==> src/rtl/solver_control.sv <==
// rtl/solver_control.sv - sequencer for solver_datapath: point load, z clear, microcode iteration, drain, check
// All C_* outputs are registered; each cycle they default to 0 and the active state overrides them.
module solver_control #(
  parameter int LIMB_INDEX_BITS = 6,
  parameter int LIMB_SIZE_BITS  = 8,
  parameter int NUM_LIMBS       = 3,
  parameter int SCHED_ADDR_BITS = 4,
  parameter int SCHED_LEN       = 7,
  parameter int PIPE_DEPTH      = 5,
  parameter int ITER_BITS       = 16,
  parameter int MAX_ITER        = 256
) (
  input  logic                            clock,
  input  logic                            reset,

  input  logic                            in_valid,
  output logic                            in_ready,
  input  logic [LIMB_SIZE_BITS-1:0]       in_cre_limb,
  input  logic [LIMB_SIZE_BITS-1:0]       in_cim_limb,

  output logic [SCHED_ADDR_BITS-1:0]      U_addr,
  input  logic [3*LIMB_INDEX_BITS+21:0]   U_word,

  output logic                            C_cre_wr_en,
  output logic                            C_cim_wr_en,
  output logic [LIMB_SIZE_BITS-1:0]       C_cre_limb,
  output logic [LIMB_SIZE_BITS-1:0]       C_cim_limb,
  output logic [LIMB_INDEX_BITS-1:0]      C_limb_ind,
  output logic [LIMB_INDEX_BITS-1:0]      C_zre_ind,
  output logic [LIMB_INDEX_BITS-1:0]      C_zim_ind,
  output logic [1:0]                      C_zre_reg_sel,
  output logic [1:0]                      C_zim_reg_sel,
  output logic [1:0]                      C_m1_a_sel,
  output logic [1:0]                      C_m1_b_sel,
  output logic [1:0]                      C_m2_a_sel,
  output logic [1:0]                      C_m2_b_sel,
  output logic                            C_op_sel,
  output logic [1:0]                      C_zre_partial_sel,
  output logic                            C_zim_partial_sel,
  output logic [1:0]                      C_zre_acc_sel,
  output logic [1:0]                      C_zim_acc_sel,
  output logic                            C_zre_wr_en,
  output logic                            C_zim_wr_en,

  input  logic                            W_diverged,

  output logic                            out_valid,
  input  logic                            out_ready,
  output logic [ITER_BITS-1:0]            out_iter,
  output logic                            out_diverged
);

  localparam int DRAIN_BITS = $clog2(PIPE_DEPTH + 2);

  localparam logic [2:0] S_IDLE  = 3'd0;
  localparam logic [2:0] S_LOAD  = 3'd1;
  localparam logic [2:0] S_CLEAR = 3'd2;
  localparam logic [2:0] S_ITER  = 3'd3;
  localparam logic [2:0] S_DRAIN = 3'd4;
  localparam logic [2:0] S_CHECK = 3'd5;
  localparam logic [2:0] S_DONE  = 3'd6;

  localparam logic [LIMB_INDEX_BITS-1:0] LAST_LIMB  = LIMB_INDEX_BITS'(NUM_LIMBS - 1);
  localparam logic [SCHED_ADDR_BITS-1:0] LAST_ADDR  = SCHED_ADDR_BITS'(SCHED_LEN - 1);
  localparam logic [DRAIN_BITS-1:0]      LAST_DRAIN = DRAIN_BITS'(PIPE_DEPTH);
  localparam logic [ITER_BITS-1:0]       ITER_CAP   = ITER_BITS'(MAX_ITER);

  logic [2:0]                 state;
  logic [LIMB_INDEX_BITS-1:0] step_cnt;
  logic [DRAIN_BITS-1:0]      drain_cnt;
  logic [ITER_BITS-1:0]       iter_cnt;
  logic [ITER_BITS-1:0]       iter_next;
  logic                       accept;

  // Microcode word fields, MSB first
  logic [LIMB_INDEX_BITS-1:0] w_limb_ind;
  logic [LIMB_INDEX_BITS-1:0] w_zre_ind;
  logic [LIMB_INDEX_BITS-1:0] w_zim_ind;
  logic [1:0]                 w_zre_reg_sel;
  logic [1:0]                 w_zim_reg_sel;
  logic [1:0]                 w_m1_a_sel;
  logic [1:0]                 w_m1_b_sel;
  logic [1:0]                 w_m2_a_sel;
  logic [1:0]                 w_m2_b_sel;
  logic                       w_op_sel;
  logic [1:0]                 w_zre_partial_sel;
  logic                       w_zim_partial_sel;
  logic [1:0]                 w_zre_acc_sel;
  logic [1:0]                 w_zim_acc_sel;
  logic                       w_zre_wr_en;
  logic                       w_zim_wr_en;

  assign {w_limb_ind, w_zre_ind, w_zim_ind, w_zre_reg_sel, w_zim_reg_sel,
          w_m1_a_sel, w_m1_b_sel, w_m2_a_sel, w_m2_b_sel, w_op_sel,
          w_zre_partial_sel, w_zim_partial_sel, w_zre_acc_sel, w_zim_acc_sel,
          w_zre_wr_en, w_zim_wr_en} = U_word;

  assign accept    = in_valid && in_ready;
  assign iter_next = iter_cnt + ITER_BITS'(1);

  always_ff @(posedge clock or negedge reset) begin
    if (!reset) begin
      state             <= S_IDLE;
      step_cnt          <= '0;
      drain_cnt         <= '0;
      iter_cnt          <= '0;
      in_ready          <= 1'b0;
      U_addr            <= '0;
      out_valid         <= 1'b0;
      out_iter          <= '0;
      out_diverged      <= 1'b0;
      C_cre_wr_en       <= 1'b0;
      C_cim_wr_en       <= 1'b0;
      C_cre_limb        <= '0;
      C_cim_limb        <= '0;
      C_limb_ind        <= '0;
      C_zre_ind         <= '0;
      C_zim_ind         <= '0;
      C_zre_reg_sel     <= '0;
      C_zim_reg_sel     <= '0;
      C_m1_a_sel        <= '0;
      C_m1_b_sel        <= '0;
      C_m2_a_sel        <= '0;
      C_m2_b_sel        <= '0;
      C_op_sel          <= 1'b0;
      C_zre_partial_sel <= '0;
      C_zim_partial_sel <= 1'b0;
      C_zre_acc_sel     <= '0;
      C_zim_acc_sel     <= '0;
      C_zre_wr_en       <= 1'b0;
      C_zim_wr_en       <= 1'b0;
    end else begin
      C_cre_wr_en       <= 1'b0;
      C_cim_wr_en       <= 1'b0;
      C_cre_limb        <= '0;
      C_cim_limb        <= '0;
      C_limb_ind        <= '0;
      C_zre_ind         <= '0;
      C_zim_ind         <= '0;
      C_zre_reg_sel     <= '0;
      C_zim_reg_sel     <= '0;
      C_m1_a_sel        <= '0;
      C_m1_b_sel        <= '0;
      C_m2_a_sel        <= '0;
      C_m2_b_sel        <= '0;
      C_op_sel          <= 1'b0;
      C_zre_partial_sel <= '0;
      C_zim_partial_sel <= 1'b0;
      C_zre_acc_sel     <= '0;
      C_zim_acc_sel     <= '0;
      C_zre_wr_en       <= 1'b0;
      C_zim_wr_en       <= 1'b0;

      case (state)
        S_IDLE, S_LOAD: begin
          in_ready <= 1'b1;
          if (accept) begin
            C_cre_wr_en <= 1'b1;
            C_cim_wr_en <= 1'b1;
            C_limb_ind  <= step_cnt;
            C_cre_limb  <= in_cre_limb;
            C_cim_limb  <= in_cim_limb;
            if (step_cnt == LAST_LIMB) begin
              step_cnt <= '0;
              in_ready <= 1'b0;
              state    <= S_CLEAR;
            end else begin
              step_cnt <= step_cnt + LIMB_INDEX_BITS'(1);
              state    <= S_LOAD;
            end
          end
        end

        // All-zero selects with write enables make the datapath store 0
        S_CLEAR: begin
          C_zre_wr_en <= 1'b1;
          C_zim_wr_en <= 1'b1;
          C_limb_ind  <= LAST_LIMB - step_cnt;
          C_zre_ind   <= LAST_LIMB - step_cnt;
          C_zim_ind   <= LAST_LIMB - step_cnt;
          if (step_cnt == LAST_LIMB) begin
            step_cnt <= '0;
            iter_cnt <= '0;
            U_addr   <= '0;
            state    <= S_ITER;
          end else begin
            step_cnt <= step_cnt + LIMB_INDEX_BITS'(1);
          end
        end

        S_ITER: begin
          C_limb_ind        <= w_limb_ind;
          C_zre_ind         <= w_zre_ind;
          C_zim_ind         <= w_zim_ind;
          C_zre_reg_sel     <= w_zre_reg_sel;
          C_zim_reg_sel     <= w_zim_reg_sel;
          C_m1_a_sel        <= w_m1_a_sel;
          C_m1_b_sel        <= w_m1_b_sel;
          C_m2_a_sel        <= w_m2_a_sel;
          C_m2_b_sel        <= w_m2_b_sel;
          C_op_sel          <= w_op_sel;
          C_zre_partial_sel <= w_zre_partial_sel;
          C_zim_partial_sel <= w_zim_partial_sel;
          C_zre_acc_sel     <= w_zre_acc_sel;
          C_zim_acc_sel     <= w_zim_acc_sel;
          C_zre_wr_en       <= w_zre_wr_en;
          C_zim_wr_en       <= w_zim_wr_en;
          if (U_addr == LAST_ADDR) begin
            U_addr    <= '0;
            drain_cnt <= '0;
            state     <= S_DRAIN;
          end else begin
            U_addr <= U_addr + SCHED_ADDR_BITS'(1);
          end
        end

        // PIPE_DEPTH+1 cycles so the last word's writeback lands before W_diverged is read
        S_DRAIN: begin
          if (drain_cnt == LAST_DRAIN) begin
            drain_cnt <= '0;
            state     <= S_CHECK;
          end else begin
            drain_cnt <= drain_cnt + DRAIN_BITS'(1);
          end
        end

        S_CHECK: begin
          iter_cnt <= iter_next;
          if (W_diverged || (iter_next == ITER_CAP)) begin
            out_iter     <= iter_next;
            out_diverged <= W_diverged;
            out_valid    <= 1'b1;
            state        <= S_DONE;
          end else begin
            state <= S_ITER;
          end
        end

        S_DONE: begin
          if (out_ready) begin
            out_valid <= 1'b0;
            in_ready  <= 1'b1;
            state     <= S_IDLE;
          end
        end

        default: begin
          in_ready  <= 1'b0;
          out_valid <= 1'b0;
          U_addr    <= '0;
          state     <= S_IDLE;
        end
      endcase
    end
  end

endmodule

==> config.mk <==
export PLATFORM = sky130hd
export DESIGN_NAME = solver_control
export DESIGN_NICKNAME = d
export VERILOG_FILES = /design/src/rtl/solver_control.sv
export SDC_FILE = /design/constraint.sdc
export NUM_CORES = 1
export LEC_CHECK = 0
export ABC_CLOCK_PERIOD_IN_PS = 2300
export CAP_MARGIN = 20
export CORE_ASPECT_RATIO = 2
export CORE_MARGIN = 4
export CORE_UTILIZATION = 43
export DETAILED_ROUTE_END_ITERATION = 7
export GPL_TIMING_DRIVEN = 0
export PLACE_DENSITY_LB_ADDON = 0.25
export SETUP_SLACK_MARGIN = 0.2
export SLEW_MARGIN = 20
export SYNTH_ARGS = -nofsm -noshare
export SYNTH_HDL_FRONTEND = slang
export SYNTH_SLANG_ARGS = --single-unit
==> constraint.sdc <==
create_clock -name clock -period 2.3 [get_ports clock]
set_clock_uncertainty 0.1 [all_clocks]
set_input_delay 0.46 -clock clock [delete_from_list [all_inputs] [get_ports clock]]
set_output_delay 0.46 -clock clock [all_outputs]
set_load 0.02 [all_outputs]
==> impl_table.tex, run 1 <==
\begin{tabular}{lr}
\hline
Metric & Value \\
\hline
\multicolumn{2}{l}{\textbf{STA}} \\
Final critical-path setup slack & -0.272 ns \\
Worst Tran Pin Value & 0.602 ns \\
Final number of max-transition violations & 0 \\
Setup violators final & 31 \\
Final period util & 1.12 \\
Setup repair after global routing missed its margin & true \\
Relative max-transition margin & 0.596 \\
Final hold slack & 0.414 ns \\
Highest clock rate & 389 MHz \\
Final hold violations & 0 \\
Shortest period the worst path allows & 2.57 ns \\
\multicolumn{2}{l}{\textbf{Layout}} \\
Net count of the finished layout & 709 \\
Filler cell count in the final layout & 830 \\
Synth-to-layout area growth & 50.8\% \\
Non-filler instance count after layout & 788 \\
Number of antenna diodes & 0 \\
Share of final-layout standard cells stronger than drive strength 1 & 0.194 \\
\multicolumn{2}{l}{\textbf{Setup path}} \\
Setup slack, reg-to-reg & -0.27 ns \\
Slowest CP cell & sky130\_fd\_sc\_hd\_\_dfrtp\_1 \\
Reg2reg end & out\_iter[15]\$\_DFFE\_PN0P\_ \\
Max incr delay on CP & 0.37 ns \\
Worst Path Arrival & 2.70 ns \\
Type of element capturing the critical path & register \\
Worst setup path start & iter\_cnt[0]\$\_DFFE\_PN0P\_ \\
Most common cell type on the critical path & sky130\_fd\_sc\_hd\_\_buf\_6 \\
Worst Setup Path Type & reg2reg \\
Critical Path Source Type & register \\
Reg-to-Reg Start & iter\_cnt[0]\$\_DFFE\_PN0P\_ \\
Required time of the critical path & 2.43 ns \\
Crit-path max FO & 5 \\
Cell Chain, Critical Path & clkbuf\_8 -> buf\_6 -> nand4\_1 -> nor4\_4 -> mux2i\_2 -> o2111ai\_4 -> o21ai\_4 -> buf\_6 -> buf\_6 -> mux2\_4 \\
Depth of the most critical reg-to-reg path & 10 \\
\multicolumn{2}{l}{\textbf{Route}} \\
1st-pass router iterations & 4 \\
Remaining DRCs & 0 \\
Total vias in the final route & 4,151 \\
Starting DRC count in detailed routing & 210 \\
Drt wl/cell & 16.8 µm \\
Residual antenna-violating net count after detailed routing & 0 \\
Routed wire length & 13.3 mm \\
Average via count per standard cell & 5.27 \\
\multicolumn{2}{l}{\textbf{Clock network}} \\
H-tree levels & 3 \\
CTS Sinks & 108 \\
CTS buffer count & 9 \\
Worst-Skew Late Latency & 0.34 ns \\
Clock Path Buffers & 2 \\
CTS Root Cell & sky130\_fd\_sc\_hd\_\_clkbuf\_16 \\
TritonCTS clock tree & yes \\
Clock transition at path regs & 0.07 ns \\
\multicolumn{2}{l}{\textbf{Floorplanning}} \\
Initial cell density of the core & 0.445 \\
Top-Level Pins & 142 \\
Die span in x & 83.5 µm \\
Core Footprint & 11,000 µm² \\
Site row count & 54 \\
Die height & 159 µm \\
DIE AREA & 13,300 µm² \\
\multicolumn{2}{l}{\textbf{Place}} \\
Count of port buffers added during placement & 141 \\
Gp weighted congestion & 0.863 \\
Detail Placement HPWL & 9.41 mm \\
Number of placed instances with taps included & 740 \\
\multicolumn{2}{l}{\textbf{Synth}} \\
Post-synthesis average cell area & 10.7 µm² \\
Yosys top cell area share & 0.551 \\
Number of warnings issued by yosys & 0 \\
Synthesized-area fraction occupied by adder cells & 0.0128 \\
Compound-Gate Fraction of Synth Area & 0.131 \\
Number of enable flip-flop cells after synthesis & 0 \\
Number of nets produced by synthesis & 524 \\
Most area-hungry cell type in the Yosys netlist & sky130\_fd\_sc\_hd\_\_dfrtp\_1 \\
Most frequently used cell type in the post-synthesis netlist & sky130\_fd\_sc\_hd\_\_dfrtp\_1 \\
Proportion of synthesized chip area in sequential cells & 0.551 \\
Simple-gate share of the synthesized area & 0.178 \\
Share of flip-flops with an asynchronous set or reset & 1.00 \\
Multiplexer share of the synthesized area & 0.0447 \\
Most used standard cells in the synthesized netlist & sky130\_fd\_sc\_hd\_\_dfrtp\_1 (108), sky130\_fd\_sc\_hd\_\_nand2\_1 (51), sky130\_fd\_sc\_hd\_\_o21ai\_0 (41) \\
Primary FF master, synth & sky130\_fd\_sc\_hd\_\_dfrtp\_1 \\
Synthesis-stage register bit count & 108 \\
Fraction of synthesized cell area in xor and xnor cells & 0.0375 \\
Main combinational cell family by area after synthesis & simple AND/OR/NAND/NOR gates \\
Number of instances in the synthesized netlist & 458 \\
Number of distinct library cells after synthesis & 60 \\
Combined area of all synthesized cells & 4900 µm² \\
Cells taking the most area after synthesis & sky130\_fd\_sc\_hd\_\_dfrtp\_1 (55\%), sky130\_fd\_sc\_hd\_\_and2\_1 (5.0\%), sky130\_fd\_sc\_hd\_\_o21ai\_0 (4.2\%) \\
\multicolumn{2}{l}{\textbf{Worst hold path}} \\
Worst Hold Path Cells & 1 \\
Worst Hold End & out\_iter[6]\$\_DFFE\_PN0P\_ \\
Min-delay worst type & reg2reg \\
Worst Hold Launch & out\_iter[6]\$\_DFFE\_PN0P\_ \\
\multicolumn{2}{l}{\textbf{Global routing}} \\
Number of antenna violations at the first check in global routing & 0 \\
Largest net degree at the start of global routing & 72 \\
Vias in the first global route & 4,397 \\
Total overflow reported by the global router & 0 \\
Global routing usage summed across all routing layers & 0.198 \\
Global-route wire length before repair & 21.4 mm \\
\multicolumn{2}{l}{\textbf{Outcome}} \\
Violated checks & setup timing \\
Outcome & finished with violations \\
\multicolumn{2}{l}{\textbf{Pwr}} \\
Pwr dens & 982 nW/µm² \\
Max VDD drop & 0.544 mV \\
Cell leakage power & 0.00335 µW \\
\multicolumn{2}{l}{\textbf{Job}} \\
Number of max-cap violations & 0 \\
\hline
\end{tabular}
-- flip-flops by register name, summed over array words and instances, names as in the netlist, 3 cells and up --
name and count:
state 3, C_cim_limb 8, C_zre_ind 6, C_zim_ind 6, drain_cnt 3, out_iter 16, iter_cnt 16, U_addr 4
C_cre_limb 8, step_cnt 6, C_limb_ind 6
-- area by class of cell --
cell class / instances / area, µm² / area share
plain buffers: 30 / 196 / 0.0266
clock buffers: 10 / 239 / 0.0323
clock inverters: 6 / 68.8 / 0.00931
inverters: 17 / 63.8 / 0.00864
multi-input cells: 303 / 2210 / 0.299
flip-flops and latches: 108 / 2710 / 0.367
well taps: 140 / 175 / 0.0237
repair buffers: 174 / 1730 / 0.234
-- cells in the final DEF (no fill, tap or decap), drive strengths merged, types with 2 or more instances in the layout --
| cell type | n |
|---|---|
| xor2 | 8 |
| dfrtp | 108 |
| xnor2 | 13 |
| and3 | 7 |
| mux2 | 13 |
| a211oi | 2 |
| mux2i | 5 |
| nand2b | 4 |
| o22ai | 4 |
| buf | 42 |
| o31ai | 4 |
| nor2 | 21 |
| o21ai | 42 |
| a21o | 3 |
| clkdlybuf4s50 | 140 |
| a22oi | 5 |
| a21oi | 18 |
| nor4 | 4 |
| inv | 20 |
| a2111oi | 2 |
| ha | 5 |
| clkbuf | 31 |
| nand3 | 13 |
| and4 | 2 |
| nand2 | 51 |
| and2 | 39 |
| o21bai | 3 |
| nand3b | 2 |
| or2 | 2 |
| nand4 | 5 |
| nor3 | 6 |
-- critical path: cells and delay by family, from the launching register on --
kind	cells	cell delay, ns
flops	1	0.37
mux	2	0.66
compound gates	2	0.44
simple gates	2	0.36
buf+inv	4	0.53
-- metal layers --
layer,part of all wire,track usage,vias up
li1,-,-,1930
met1,0.35,0.207,2035
met2,0.57,0.379,157
met3,0.052,0.0357,29
met4,0.031,0.0842,0
met5,0,0,-
-- cell families (layout without fill, tap and decap cells) --
group,count (synthesis),after routing
AOI/OAI and AO/OA,96,96
muxes,18,18
xor gates and xnor gates,21,21
adders and majority gates,5,5
buffers and inverters,47,237
DFF,108,108
and+or+nand+nor,163,163
-- where the power goes --
| group | internal, µW | switching [µW] | total (µW) |
|---|---|---|---|
| clock | 884 | 695 | 1580 |
| combinational | 1470 | 1630 | 3100 |
| sequential | 2330 | 246 | 2580 |
| total | 4690 | 2570 | 7260 |
-- repair_timing --
| action | CTS | global route |
|---|---|---|
| hold buffers | 1 | 0 |
| buffers inserted | 22 | 9 |
| resized for setup | 50 | 16 |
| setup endpoints to repair | 52 | 58 |
| pin swaps | 8 | 6 |
| cloned | 0 | 0 |
| endpoints found under the hold margin | 37 | 0 |
-- through the flow --
step | util | worst slack, ns | power [µW] | instance area, µm² | TNS [ns]
after floorplan | - | -0.104 | 4180 | 4980 | -0.625
after global placement | 0.596 | -3.66 | 5320 | 6560 | -364.25
after detailed placement | 0.599 | -0.604 | 5410 | 6590 | -13.65
after CTS | 0.660 | -0.215 | 7250 | 7270 | -3.37
after global routing | 0.671 | -0.362 | 7650 | 7390 | -7.56
final | 0.671 | -0.272 | 7260 | 7390 | -4.69
-- how the worst max path moves through the flow --
stage                               endpoint  slack (ns)
floorplan           out_iter[11]$_DFFE_PN0P_       -0.10
global placement     iter_cnt[1]$_DFFE_PN0P_       -3.66
detailed placement   out_iter[7]$_DFFE_PN0P_       -0.60
CTS                 out_iter[15]$_DFFE_PN0P_       -0.21
global route        out_iter[15]$_DFFE_PN0P_       -0.36
finish              out_iter[15]$_DFFE_PN0P_       -0.27
No activity file was read; power rests on OpenSTA's default activity.
==> run 2: changes to the inputs <==
--- a/config.mk
+++ b/config.mk
@@ -6,7 +6,6 @@
 export NUM_CORES = 1
 export LEC_CHECK = 0
 export ABC_CLOCK_PERIOD_IN_PS = 2300
-export CAP_MARGIN = 20
 export CORE_ASPECT_RATIO = 2
 export CORE_MARGIN = 4
 export CORE_UTILIZATION = 43
==> results of run 2 <==
Final layout, timing and power as in run 1 (identical DEF).
==> run 3: changes to the inputs <==
--- a/config.mk
+++ b/config.mk
@@ -11,6 +11,7 @@
 export CORE_UTILIZATION = 43
 export DETAILED_ROUTE_END_ITERATION = 7
 export GPL_TIMING_DRIVEN = 0
+export MAX_ROUTING_LAYER = met4
 export PLACE_DENSITY_LB_ADDON = 0.25
 export SETUP_SLACK_MARGIN = 0.2
 export SLEW_MARGIN = 20
==> run 3 against run 2 <==
- the run still ends with setup timing left
- via count increased by 0.17%
- global-route usage up 0.61 points
- hold slack about the same
- sequential power barely moved
- flip-flop and latch count unchanged
- count of clock-buffer cells in the layout unchanged
- largest cell class unchanged
==> impl_table.tex, run 3 (synthesis results as in run 1) <==
\begin{tabular}{lr}
\hline
Metric & Value \\
\hline
\multicolumn{2}{l}{\textbf{Global routing}} \\
Global routing usage summed across all routing layers & 0.204 \\
Total overflow reported by the global router & 0 \\
Global-route wire length before repair & 21.5 mm \\
Vias in the first global route & 4,384 \\
Number of antenna violations at the first check in global routing & 0 \\
Largest net degree at the start of global routing & 72 \\
\multicolumn{2}{l}{\textbf{STA}} \\
Worst Tran Pin Value & 0.599 ns \\
Highest clock rate & 388 MHz \\
Final period util & 1.12 \\
Final hold violations & 0 \\
Final critical-path setup slack & -0.278 ns \\
Final hold slack & 0.414 ns \\
Relative max-transition margin & 0.598 \\
Final number of max-transition violations & 0 \\
Shortest period the worst path allows & 2.58 ns \\
Setup repair after global routing missed its margin & true \\
Final TNS setup & -4.71 ns \\
Setup violators final & 28 \\
\multicolumn{2}{l}{\textbf{Route}} \\
Residual antenna-violating net count after detailed routing & 0 \\
1st-pass router iterations & 5 \\
Routed wire length & 13.3 mm \\
Starting DRC count in detailed routing & 226 \\
Average via count per standard cell & 5.28 \\
Remaining DRCs & 0 \\
Drt wl/cell & 16.9 µm \\
Total vias in the final route & 4,158 \\
\multicolumn{2}{l}{\textbf{Job}} \\
Number of max-cap violations & 0 \\
\multicolumn{2}{l}{\textbf{Worst hold path}} \\
Min-delay worst type & reg2reg \\
\multicolumn{2}{l}{\textbf{Setup path}} \\
Worst Setup Path Type & reg2reg \\
Required time of the critical path & 2.43 ns \\
Type of element capturing the critical path & register \\
Worst Path Arrival & 2.71 ns \\
Cell family with the largest share of critical-path delay & multiplexers \\
Crit-path max FO & 5 \\
Most common cell type on the critical path & sky130\_fd\_sc\_hd\_\_buf\_6 \\
Max incr delay on CP & 0.37 ns \\
Critical Path Source Type & register \\
Count of buffer and inverter cells on the critical path & 4 \\
Slowest CP cell & sky130\_fd\_sc\_hd\_\_dfrtp\_1 \\
Cell Chain, Critical Path & clkbuf\_8 -> buf\_6 -> nand4\_1 -> nor4\_4 -> mux2i\_2 -> o2111ai\_4 -> o21ai\_4 -> buf\_6 -> buf\_6 -> mux2\_4 \\
\multicolumn{2}{l}{\textbf{Outcome}} \\
Outcome & finished with violations \\
Violated checks & setup timing \\
\multicolumn{2}{l}{\textbf{Clock network}} \\
H-tree levels & 3 \\
Worst-Skew Late Latency & 0.34 ns \\
Clock transition at path regs & 0.07 ns \\
CTS Sinks & 108 \\
CTS buffer count & 9 \\
CTS Root Cell & sky130\_fd\_sc\_hd\_\_clkbuf\_16 \\
TritonCTS clock tree & yes \\
Clock Path Buffers & 2 \\
\multicolumn{2}{l}{\textbf{Floorplanning}} \\
Site row count & 54 \\
Initial cell density of the core & 0.445 \\
DIE AREA & 13,300 µm² \\
Die span in x & 83.5 µm \\
Die height & 159 µm \\
Top-Level Pins & 142 \\
Core Footprint & 11,000 µm² \\
\multicolumn{2}{l}{\textbf{Place}} \\
Gp weighted congestion & 0.877 \\
Cell area after placement & 6590 µm² \\
Detail Placement HPWL & 9.41 mm \\
Count of port buffers added during placement & 141 \\
\multicolumn{2}{l}{\textbf{Layout}} \\
Cell area after layout & 7390 µm² \\
Sequential cell area & 2710 µm² \\
Area used by multi-input combinational logic & 2210 µm² \\
Share of final-layout standard cells stronger than drive strength 1 & 0.194 \\
Most frequent standard cell in the layout excluding fill and tap cells & sky130\_fd\_sc\_hd\_\_clkdlybuf4s50\_1 \\
Biggest registers after layout & iter\_cnt: 16 flops, out\_iter: 16 flops \\
Leading cell types in the layout, fill and taps excluded & sky130\_fd\_sc\_hd\_\_clkdlybuf4s50\_1 (140), sky130\_fd\_sc\_hd\_\_dfrtp\_1 (102), sky130\_fd\_sc\_hd\_\_nand2\_1 (51), sky130\_fd\_sc\_hd\_\_and2\_1 (38), sky130\_fd\_sc\_hd\_\_o21ai\_0 (30) \\
Synth-to-layout area growth & 50.8\% \\
Number of antenna diodes & 0 \\
Net count of the finished layout & 709 \\
Filler cell count in the final layout & 830 \\
\multicolumn{2}{l}{\textbf{Pwr}} \\
Cell leakage power & 0.00335 µW \\
Pwr dens & 983 nW/µm² \\
Max VDD drop & 0.544 mV \\
\hline
\end{tabular}
[run 3: through the flow]
stage          utilization  power [µW]  cells  setup WS [ns]
6_report             0.671        7260    788         -0.278
5_1_grt              0.671        7650    788         -0.345
4_1_cts              0.660        7250    779         -0.215
3_5_place_dp         0.599        5410    740         -0.604
3_3_place_gp         0.596        5320    739          -3.66
2_1_floorplan            -        4180    458         -0.104
[run 3: per-layer routing]
| layer | up-vias | global-route usage | wire, µm |
|---|---|---|---|
| met3 | 26 | 0.0352 | 680 |
| met5 | - | - | 0 |
| li1 | 1934 | - | - |
| met4 | 0 | 0.0820 | 397 |
| met1 | 2039 | 0.208 | 4760 |
| met2 | 159 | 0.379 | 7480 |
[run 3: worst paths after layout]
path,depth (start not counted),slack [ns],end,startpoint
max reg2reg,10,-0.28,out_iter[15]$_DFFE_PN0P_,iter_cnt[0]$_DFFE_PN0P_
min in group asynchronous,2,0.48,C_zre_reg_sel[1]$_DFF_PN0_,reset
max in group asynchronous,3,0.94,iter_cnt[1]$_DFFE_PN0P_,reset
min reg2reg,1,0.41,out_iter[6]$_DFFE_PN0P_,out_iter[6]$_DFFE_PN0P_
max,10,-0.28,out_iter[15]$_DFFE_PN0P_,iter_cnt[0]$_DFFE_PN0P_
min,1,0.41,out_iter[6]$_DFFE_PN0P_,out_iter[6]$_DFFE_PN0P_
[run 3: report_power, final]
part	internal [µW]	total (µW)	switching, µW
Clock	884	1580	697
Sequential	2330	2570	245
Combinational	1470	3100	1630
[run 3: worst register-to-register path, stage by stage, from the launching register on]
cell	delay, ns
sky130_fd_sc_hd__dfrtp_1	0.37
sky130_fd_sc_hd__clkbuf_8	0.16
sky130_fd_sc_hd__buf_6	0.10
sky130_fd_sc_hd__nand4_1	0.13
sky130_fd_sc_hd__nor4_4	0.23
sky130_fd_sc_hd__mux2i_2	0.37
sky130_fd_sc_hd__o2111ai_4	0.17
sky130_fd_sc_hd__o21ai_4	0.27
sky130_fd_sc_hd__buf_6	0.15
sky130_fd_sc_hd__buf_6	0.12
sky130_fd_sc_hd__mux2_4	0.30
[run 3: area by class of cell]
type | instances | share of cell area
flip-flops and latches | 108 | 0.367
multi-input cells | 303 | 0.299
repair buffers | 174 | 0.234
clock buffers | 10 | 0.0323
plain buffers | 30 | 0.0266
well taps | 140 | 0.0237
clock inverters | 6 | 0.00931
inverters | 17 | 0.00864
[run 3: repair_timing]
| item | in CTS | in global routing |
|---|---|---|
| hold endpoints to repair | 37 | 0 |
| buffers inserted | 22 | 9 |
| gates resized for setup | 50 | 16 |
| setup endpoints to repair | 52 | 58 |
| hold buffers | 1 | 0 |
| pin swaps | 8 | 6 |
